### config.mk
export PLATFORM = sky130hd
export DESIGN_NAME = dmem_port_arbiter
export DESIGN_NICKNAME = d
export VERILOG_FILES = /design/src/rtl/dmem_port_arbiter.sv
export SDC_FILE = /design/constraint.sdc
export NUM_CORES = 1
export LEC_CHECK = 0
export CELL_PAD_IN_SITES_DETAIL_PLACEMENT = 1
export CELL_PAD_IN_SITES_GLOBAL_PLACEMENT = 1
export CORE_MARGIN = 1.5
export CORE_UTILIZATION = 35
export CTS_CLUSTER_DIAMETER = 60
export DETAILED_ROUTE_END_ITERATION = 6
export GPL_TIMING_DRIVEN = 1
export PLACE_DENSITY_LB_ADDON = 0.1
export SYNTH_ARGS = -nofsm -noshare
export SYNTH_HDL_FRONTEND = slang
export SYNTH_SLANG_ARGS = --single-unit
export TNS_END_PERCENT = 20
### constraint.sdc
create_clock -name clk -period 3.3 [get_ports clk]
set_input_delay 0.66 -clock clk [delete_from_list [all_inputs] [get_ports clk]]
set_output_delay 0.66 -clock clk [all_outputs]
set_load 0.005 [all_outputs]
### src/rtl/dmem_port_arbiter.sv
`default_nettype none
// ============================================================================
// Module   : dmem_port_arbiter
// Purpose  : Shares single-ported dmem between the CPU memory stage and one
//            AUX requester, with bounded AUX starvation.
// Revision : 1.0
// ============================================================================
module dmem_port_arbiter #(
  parameter int unsigned ADDR_W   = 12,
  parameter int unsigned DATA_W   = 32,
  parameter int unsigned MAX_WAIT = 4
) (
  input  logic              clk,
  input  logic              rst_n,
  input  logic              cpu_req_i,
  input  logic              cpu_we_i,
  input  logic [ADDR_W-1:0] cpu_addr_i,
  input  logic [DATA_W-1:0] cpu_wdata_i,
  output logic              cpu_stall_o,
  output logic [DATA_W-1:0] cpu_rdata_o,
  input  logic              aux_req_i,
  input  logic              aux_we_i,
  input  logic [ADDR_W-1:0] aux_addr_i,
  input  logic [DATA_W-1:0] aux_wdata_i,
  output logic              aux_gnt_o,
  output logic              aux_rvalid_o,
  output logic [DATA_W-1:0] aux_rdata_o,
  output logic [ADDR_W-1:0] mem_addr_o,
  output logic [DATA_W-1:0] mem_wdata_o,
  output logic              mem_wren_o,
  input  logic [DATA_W-1:0] mem_q_i
);

  localparam int unsigned CNT_W = 4;
  localparam logic [CNT_W-1:0] C_MAX_WAIT = CNT_W'(MAX_WAIT);

  typedef enum logic [1:0] {OWN_IDLE, OWN_CPU, OWN_AUX} owner_e;
  typedef enum logic [1:0] {TAG_NONE, TAG_CPU, TAG_AUX} rd_tag_e;

  owner_e            owner;
  logic              force_aux;
  logic [CNT_W-1:0]  wait_cnt_q, wait_cnt_d;
  rd_tag_e           rd_tag_q, rd_tag_d;
  logic [ADDR_W-1:0] last_addr_q, last_addr_d;
  logic [DATA_W-1:0] last_wdata_q, last_wdata_d;
  logic [DATA_W-1:0] cpu_rdata_q, cpu_rdata_d;
  logic [DATA_W-1:0] aux_rdata_q, aux_rdata_d;

  always_comb begin
    force_aux = aux_req_i && (wait_cnt_q == C_MAX_WAIT);
    if (force_aux)      owner = OWN_AUX;
    else if (cpu_req_i) owner = OWN_CPU;
    else if (aux_req_i) owner = OWN_AUX;
    else                owner = OWN_IDLE;
  end

  // Bus drive; an idle bus keeps presenting the last CPU address/data.
  always_comb begin
    mem_addr_o   = last_addr_q;
    mem_wdata_o  = last_wdata_q;
    mem_wren_o   = 1'b0;
    aux_gnt_o    = 1'b0;
    cpu_stall_o  = force_aux && cpu_req_i;
    last_addr_d  = last_addr_q;
    last_wdata_d = last_wdata_q;
    rd_tag_d     = TAG_NONE;
    case (owner)
      OWN_CPU: begin
        mem_addr_o   = cpu_addr_i;
        mem_wdata_o  = cpu_wdata_i;
        mem_wren_o   = cpu_we_i;
        last_addr_d  = cpu_addr_i;
        last_wdata_d = cpu_wdata_i;
        if (!cpu_we_i) rd_tag_d = TAG_CPU;
      end
      OWN_AUX: begin
        mem_addr_o  = aux_addr_i;
        mem_wdata_o = aux_wdata_i;
        mem_wren_o  = aux_we_i;
        aux_gnt_o   = 1'b1;
        if (!aux_we_i) rd_tag_d = TAG_AUX;
      end
      default: ;
    endcase
    if (!rst_n) begin
      mem_wren_o  = 1'b0;
      aux_gnt_o   = 1'b0;
      cpu_stall_o = 1'b0;
    end
  end

  always_comb begin
    wait_cnt_d = wait_cnt_q;
    if ((owner == OWN_AUX) || !aux_req_i) begin
      wait_cnt_d = '0;
    end else if (wait_cnt_q != C_MAX_WAIT) begin
      wait_cnt_d = wait_cnt_q + CNT_W'(1);
    end
  end

  // Returning read data passes straight through; the register holds it after.
  always_comb begin
    aux_rvalid_o = (rd_tag_q == TAG_AUX);
    cpu_rdata_d  = (rd_tag_q == TAG_CPU) ? mem_q_i : cpu_rdata_q;
    aux_rdata_d  = (rd_tag_q == TAG_AUX) ? mem_q_i : aux_rdata_q;
    cpu_rdata_o  = cpu_rdata_d;
    aux_rdata_o  = aux_rdata_d;
  end

  always_ff @(posedge clk or negedge rst_n) begin
    if (!rst_n) begin
      wait_cnt_q   <= '0;
      rd_tag_q     <= TAG_NONE;
      last_addr_q  <= '0;
      last_wdata_q <= '0;
      cpu_rdata_q  <= '0;
      aux_rdata_q  <= '0;
    end else begin
      wait_cnt_q   <= wait_cnt_d;
      rd_tag_q     <= rd_tag_d;
      last_addr_q  <= last_addr_d;
      last_wdata_q <= last_wdata_d;
      cpu_rdata_q  <= cpu_rdata_d;
      aux_rdata_q  <= aux_rdata_d;
    end
  end

endmodule
`default_nettype wire

# After elaboration in Yosys (flattened, before gate mapping)
# Cells that the tools add are included.
[word_totals]
ff_bits = 114
inputBits = 126
wordCells = 35
[classes]
n_addsub = 1
n_eq_ne = 6
mux = 17
reduce_logical = 5
[ops]
columns = ["op", "count"]
rows = [
  ["32-bit 2-to-1 mux", 2],
  ["32-bit case mux with 2 select lines", 1],
  ["12-bit case mux with 2 select lines", 1],
  ["2-bit 2-to-1 mux", 4],
  ["4-bit 2-to-1 mux", 2],
  ["1-bit 2-to-1 mux", 5],
  ["4-bit by 1-bit adder with 4-bit output, second input constant", 1],
  ["2-bit by 1-bit == test with 1-bit output, second input constant", 2],
  ["2-bit == test, second input constant", 2],
  ["4-bit by 3-bit == test with 1-bit output, second input constant", 1],
  ["4-bit by 3-bit inequality test with 1-bit output, second input constant", 1],
  ["2-bit case mux with 2 select lines", 1],
  ["1-bit logical AND", 2],
  ["1-bit case mux with 2 select lines", 1],
  ["2-bit nonzero test", 1],
  ["1-bit zero test", 1],
  ["1-bit logical OR", 1],
]

# Longest topological paths before layout
# Gate-level depths: netlist of run 1.
[depth]
ltp_word = 6
mapped_depth = 10
depth_no_buf = 7

# Worst setup path before layout of run 1
# OpenSTA, ideal clock, no wires.
[synth_timing]
path_kind = "flip-flop to output port"
from = "register wait_cnt_q[0]"
to = "output port mem_wren_o"
arrival_time_ns = 1.898
t_required_ns = 2.640
setup_slack_ns = 0.742
stages_incl_launch_ff = 10
n_path_buf = 3
cell_sequence = "dfrtp_1 inv_1 ha_1 and3b_1 buf_2 a21oi_1 ha_1 buf_2 clkbuf_1 nor3b_1"
[synth_via]
elab_chain_cells = 6
word_cells_on_any_way = 7
[synth_lines]
columns = ["item", "line_no", "text"]
rows = [
  ["from (decl)", "42", "logic [CNT_W-1:0] wait_cnt_q, wait_cnt_d;"],
  ["from (signal assigned)", "119", "wait_cnt_q <= wait_cnt_d;"],
  ["4-bit by 3-bit == test with 1-bit output *", "50", "force_aux = aux_req_i && (wait_cnt_q == C_MAX_WAIT);"],
  ["1-bit logical AND *", "50", ""],
  ["2-bit 2-to-1 mux *", "51", "if (force_aux) owner = OWN_AUX;"],
  ["2-bit == test / 2-bit by 1-bit == test with 1-bit output (equally long branches)", "67", "case (owner)"],
  ["1-bit case mux with 2 select lines *", "67", ""],
  ["1-bit 2-to-1 mux *", "85", "if (!rst_n) begin"],
  ["to (decl)", "30", "output logic mem_wren_o,"],
]
# Mark *: on every way between the ends. The rest lies on a longest branch, timed or not.

# Final worst setup path of run 1
[layout_timing]
from = "register wait_cnt_q[1]"
to = "output port mem_wdata_o[8]"
[layout_via]
elab_chain_cells = 5
word_cells_on_any_way = 6
[layout_lines]
columns = ["item", "line_no", "text"]
rows = [
  ["4-bit by 3-bit == test with 1-bit output *", "50", ""],
  ["1-bit logical AND *", "50", ""],
  ["2-bit 2-to-1 mux *", "51", ""],
  ["2-bit == test / 2-bit by 1-bit == test with 1-bit output (equally long branches)", "67", ""],
  ["32-bit case mux with 2 select lines *", "67", ""],
  ["to (decl)", "29", "output logic [DATA_W-1:0] mem_wdata_o,"],
]
# Marked as above.

==> metrics.log, run 1 <==
[metrics] area delta synth->final: 61.5%
[metrics] Final Instance Area: 8850 sq um
[metrics] maximum level of the CTS H-tree: 4
[metrics] mean cell area of the mapped netlist: 12.9 sq um
[metrics] simple-gate area share of the yosys netlist: 5.35%
[metrics] Finish-stage setup viols: 0
[metrics] minimum period implied by the final worst setup slack: 3.15 ns
[metrics] Remaining Overflow, GRT: 0
[metrics] count of clock tree sinks: 114
[metrics] WS Path Type: reg2out
[metrics] die footprint: 16400 sq um
[metrics] share of the synthesized area in compound gates (AO/OA/AOI/OAI): 10.8%
[metrics] r2r setup slk: 1.08 ns
[metrics] Startpoint Class: register
[metrics] standard-cell rows: 45
[metrics] post-route DRC violation count: 0
[metrics] skew final: 0.00528 ns
[metrics] Routed Wire Length: 16.4 mm
[metrics] status: completed
[metrics] number of buffers added by the clock tree synthesis step: 17
[metrics] adder-cell area share of the yosys netlist: 0.914%
[metrics] sequential area share after synthesis: 52.1%
[metrics] depth of the most critical reg-to-reg path: 9
[metrics] largest net degree at the start of global routing: 46
[metrics] kind of capture point of the worst setup path: output pin
[metrics] max-cap viol count: 0
[metrics] initial antenna violation count: 0
[metrics] hpwl dp: 11.7 mm
[metrics] post-synth cell types: 27
[metrics] worst min-delay path category: in2async
[metrics] cell count after placement: 863
[metrics] vertical die dimension: 128 microns
[metrics] total placed instance area: 8240 sq um
[metrics] xor-xnor portion of the synthesized cell area: 0%
[metrics] CTS tree: built
[metrics] FMAX: 318 MHz
[metrics] number of max-slew violations in the final report: 0
[metrics] data arrival time of the worst path: 2.49 ns
[metrics] final-layout fill cell count: 1559
[metrics] Clock Pin Slew Worst Setup and Hold Paths: 0.05 ns
[metrics] worst slew margin relative to its limit: 60.9%
[metrics] count of routing violations after the opening detailed-route iteration: 126
[metrics] Avg Vias per Cell: 4.88
[metrics] post-synthesis cell area: 5480 sq um
[metrics] part of the cycle the worst path needs: 95.4%
[metrics] final number of hold-violating endpoints: 0
[metrics] terminus of the critical flop-to-flop path: last_wdata_q[15]
[metrics] setup repair after global routing missed its margin: yes
[metrics] wire length of the first global-routing pass: 25.9 mm
[metrics] via count of the first global-routing pass: 4877
[metrics] largest family of logic cells by synthesized area: multiplexers
[metrics] required time of the critical path: 2.64 ns
[metrics] total vias in the final route: 4399
[metrics] launch instance of the worst register-to-register path: wait_cnt_q[1]
[metrics] worst-skew pair later-pin latency: 0.41 ns
[metrics] number of synthesis warnings: 0
[metrics] total area of multi-input combinational cells: 2460 sq um
[metrics] net count after synthesis: 555
[metrics] Routed Antenna Nets: 0
[metrics] number of antenna diodes: 0
[metrics] floorplan core area: 15300 sq um
[metrics] boundary pin count: 238
[metrics] CTS root buffer: sky130_fd_sc_hd__clkbuf_16
[metrics] Nets: 809
[metrics] flip-flop and latch count after synthesis: 114
[metrics] sequential cell area: 2850 sq um
[metrics] final cell count without fillers: 902
[metrics] worst-margin pin slew: 0.587 ns
[metrics] GRT Overall Usage: 20.7%
[metrics] x dimension of the die: 128 microns
[metrics] Crit Path Max Fanout: 27
[metrics] Initial Utilization: 35.9%
[metrics] gpl congestion: 0.743
[metrics] fraction of layout cells with a size suffix above 1: 18.8%
[metrics] number of buffer cells added on primary ports: 237
[metrics] mux share of post-synthesis cell area: 26.8%
[metrics] Leakage: 0.00390 uW
[metrics] gate count of the mapped netlist: 425
[metrics] first drt pass iteration count: 4
[metrics] maximum clock insertion buffer count: 2
[metrics] maximum ir drop on the vdd rail: 371 uV
[metrics] Power Density: 586 nW/um^2
[metrics] average wire length per cell after detail routing: 18.2 microns
placed cells by master, fill, tap and decap left out, drive strengths merged:
| cell | synthesis | layout |
|---|---|---|
| a2111oi | 1 | 1 |
| a21o | 1 | 1 |
| a21oi | 1 | 1 |
| a22oi | 45 | 45 |
| and2 | 2 | 2 |
| and3b | 1 | 1 |
| and4 | 1 | 1 |
| buf | 22 | 34 |
| bufbuf | 0 | 1 |
| bufinv | 0 | 1 |
| clkbuf | 14 | 21 |
| clkdlybuf4s15 | 0 | 3 |
| clkdlybuf4s50 | 0 | 190 |
| clkinv | 0 | 7 |
| clkinvlp | 0 | 2 |
| dfrtp | 114 | 114 |
| dlygate4sd2 | 0 | 42 |
| dlymetal6s2s | 0 | 1 |
| ha | 4 | 4 |
| inv | 4 | 4 |
| mux2 | 108 | 108 |
| mux2i | 3 | 3 |
| nand2 | 44 | 44 |
| nand2b | 2 | 2 |
| nand3 | 1 | 1 |
| nand3b | 4 | 4 |
| nor2 | 1 | 1 |
| nor2b | 2 | 2 |
| nor3b | 2 | 2 |
| o21a | 1 | 1 |
| o21ai | 45 | 45 |
| or3b | 1 | 1 |
| or4b | 1 | 1 |
per-layer routing:
| layer | GRT usage (%) | vias up | routed length (microns) |
|---|---|---|---|
| li1 | - | 2035 | - |
| met1 | 23.8 | 2185 | 6660 |
| met2 | 35.7 | 165 | 8320 |
| met3 | 7.51 | 14 | 1180 |
| met4 | 7.07 | 0 | 205 |
| met5 | 0 | - | 0 |
state kept, by name, indices dropped and copies added (netlist names):
signal and cells:
aux_rdata_q 32, cpu_rdata_q 32, last_wdata_q 32, rd_tag_q 2, wait_cnt_q 4, last_addr_q 12
report_power, final:
| part | internal [uW] | switching (uW) | leakage (uW) |
|---|---|---|---|
| clock | 1040 | 637 | 0.000262 |
| combinational | 1080 | 588 | 0.00229 |
| sequential | 1710 | 118 | 0.00135 |
| total | 3840 | 1340 | 0.00390 |
cells in the mapped netlist, drive strengths merged:
cell type | number | area [sq um]
nand2b | 2 | 12.5
or3b | 1 | 8.76
o21ai | 45 | 225
a22oi | 45 | 338
nor2b | 2 | 12.5
clkbuf | 14 | 52.6
inv | 4 | 15.0
a21oi | 1 | 5.00
and3b | 1 | 8.76
a21o | 1 | 7.51
and4 | 1 | 8.76
nor3b | 2 | 15.0
a2111oi | 1 | 8.76
o21a | 1 | 7.51
ha | 4 | 50.1
or4b | 1 | 10.0
nand3b | 4 | 30.0
dfrtp | 114 | 2850
buf | 22 | 154
mux2 | 108 | 1440
nor2 | 1 | 3.75
nand3 | 1 | 5.00
nand2 | 44 | 165
and2 | 2 | 12.5
mux2i | 3 | 30.0
logic make-up (layout without fill, tap and decap cells):
logic type | Yosys count | in the layout
buf+inv | 40 | 306
flops | 114 | 114
compound gates | 94 | 94
simple gates | 62 | 62
mux | 111 | 111
fa+ha+maj | 4 | 4
timing repair:
action	CTS	global route
cloned	1	0
gates resized for setup	51	6
setup buffers	3	4
pin swaps	5	3
hold buffers	0	0
setup endpoints to repair	46	2
hold endpoints to repair	0	0
cell type report:
class | count | area share (%)
clock inverters | 10 | 0.990
repair buffers | 271 | 30.7
inverters | 4 | 0.170
multi-input cells | 271 | 27.8
clock buffers | 21 | 5.09
flip-flops and latches | 114 | 32.2
well taps | 211 | 2.98
stage by stage:
| step | utilization (%) | hold WS, ns | setup TNS [ns] | setup slack (ns) | power [uW] |
|---|---|---|---|---|---|
| after detailed placement | 54.0 | 0.475 | -1.29 | -0.0906 | 3570 |
| final | 58.0 | 0.150 | 0 | 0.151 | 5180 |
| after floorplan | - | 0.364 | 0 | 0.742 | 2510 |
| after global routing | 58.0 | 0.150 | -0.00133 | -0.00133 | 5460 |
| after global placement | 54.0 | 0.466 | -0.170 | -0.0675 | 3510 |
| after CTS | 57.7 | 0.145 | 0 | 0.000573 | 5260 |
critical path, cell delays in order, from the launching register on:
cell and delay (ns):
sky130_fd_sc_hd__dfrtp_1 0.38, sky130_fd_sc_hd__inv_1 0.06, sky130_fd_sc_hd__ha_2 0.18, sky130_fd_sc_hd__and3b_2 0.27, sky130_fd_sc_hd__buf_4 0.14, sky130_fd_sc_hd__a21oi_4 0.05
sky130_fd_sc_hd__ha_4 0.37, sky130_fd_sc_hd__buf_12 0.19, sky130_fd_sc_hd__nand2_1 0.06, sky130_fd_sc_hd__o21ai_1 0.08, sky130_fd_sc_hd__dlygate4sd2_1 0.28
how the worst max path moves through the flow:
stage,start,to,slack [ns],cells past startpoint
after floorplan,wait_cnt_q[0],mem_wren_o,0.74,9
after global placement,cpu_req_i,mem_wren_o,-0.07,7
after detailed placement,cpu_req_i,mem_wren_o,-0.09,7
after CTS,wait_cnt_q[0],aux_gnt_o,0.0006,8
after global routing,wait_cnt_q[0],mem_wdata_o[12],-0.001,10
final,wait_cnt_q[1],mem_wdata_o[8],0.15,10
(Power assumes the default switching activity.)
==> inputs of run 2 (changes only) <==
CAP_MARGIN = 0   (was not set)
==> results of run 2 <==
Same layout as run 1: the final DEF is identical, and so are final timing and power.
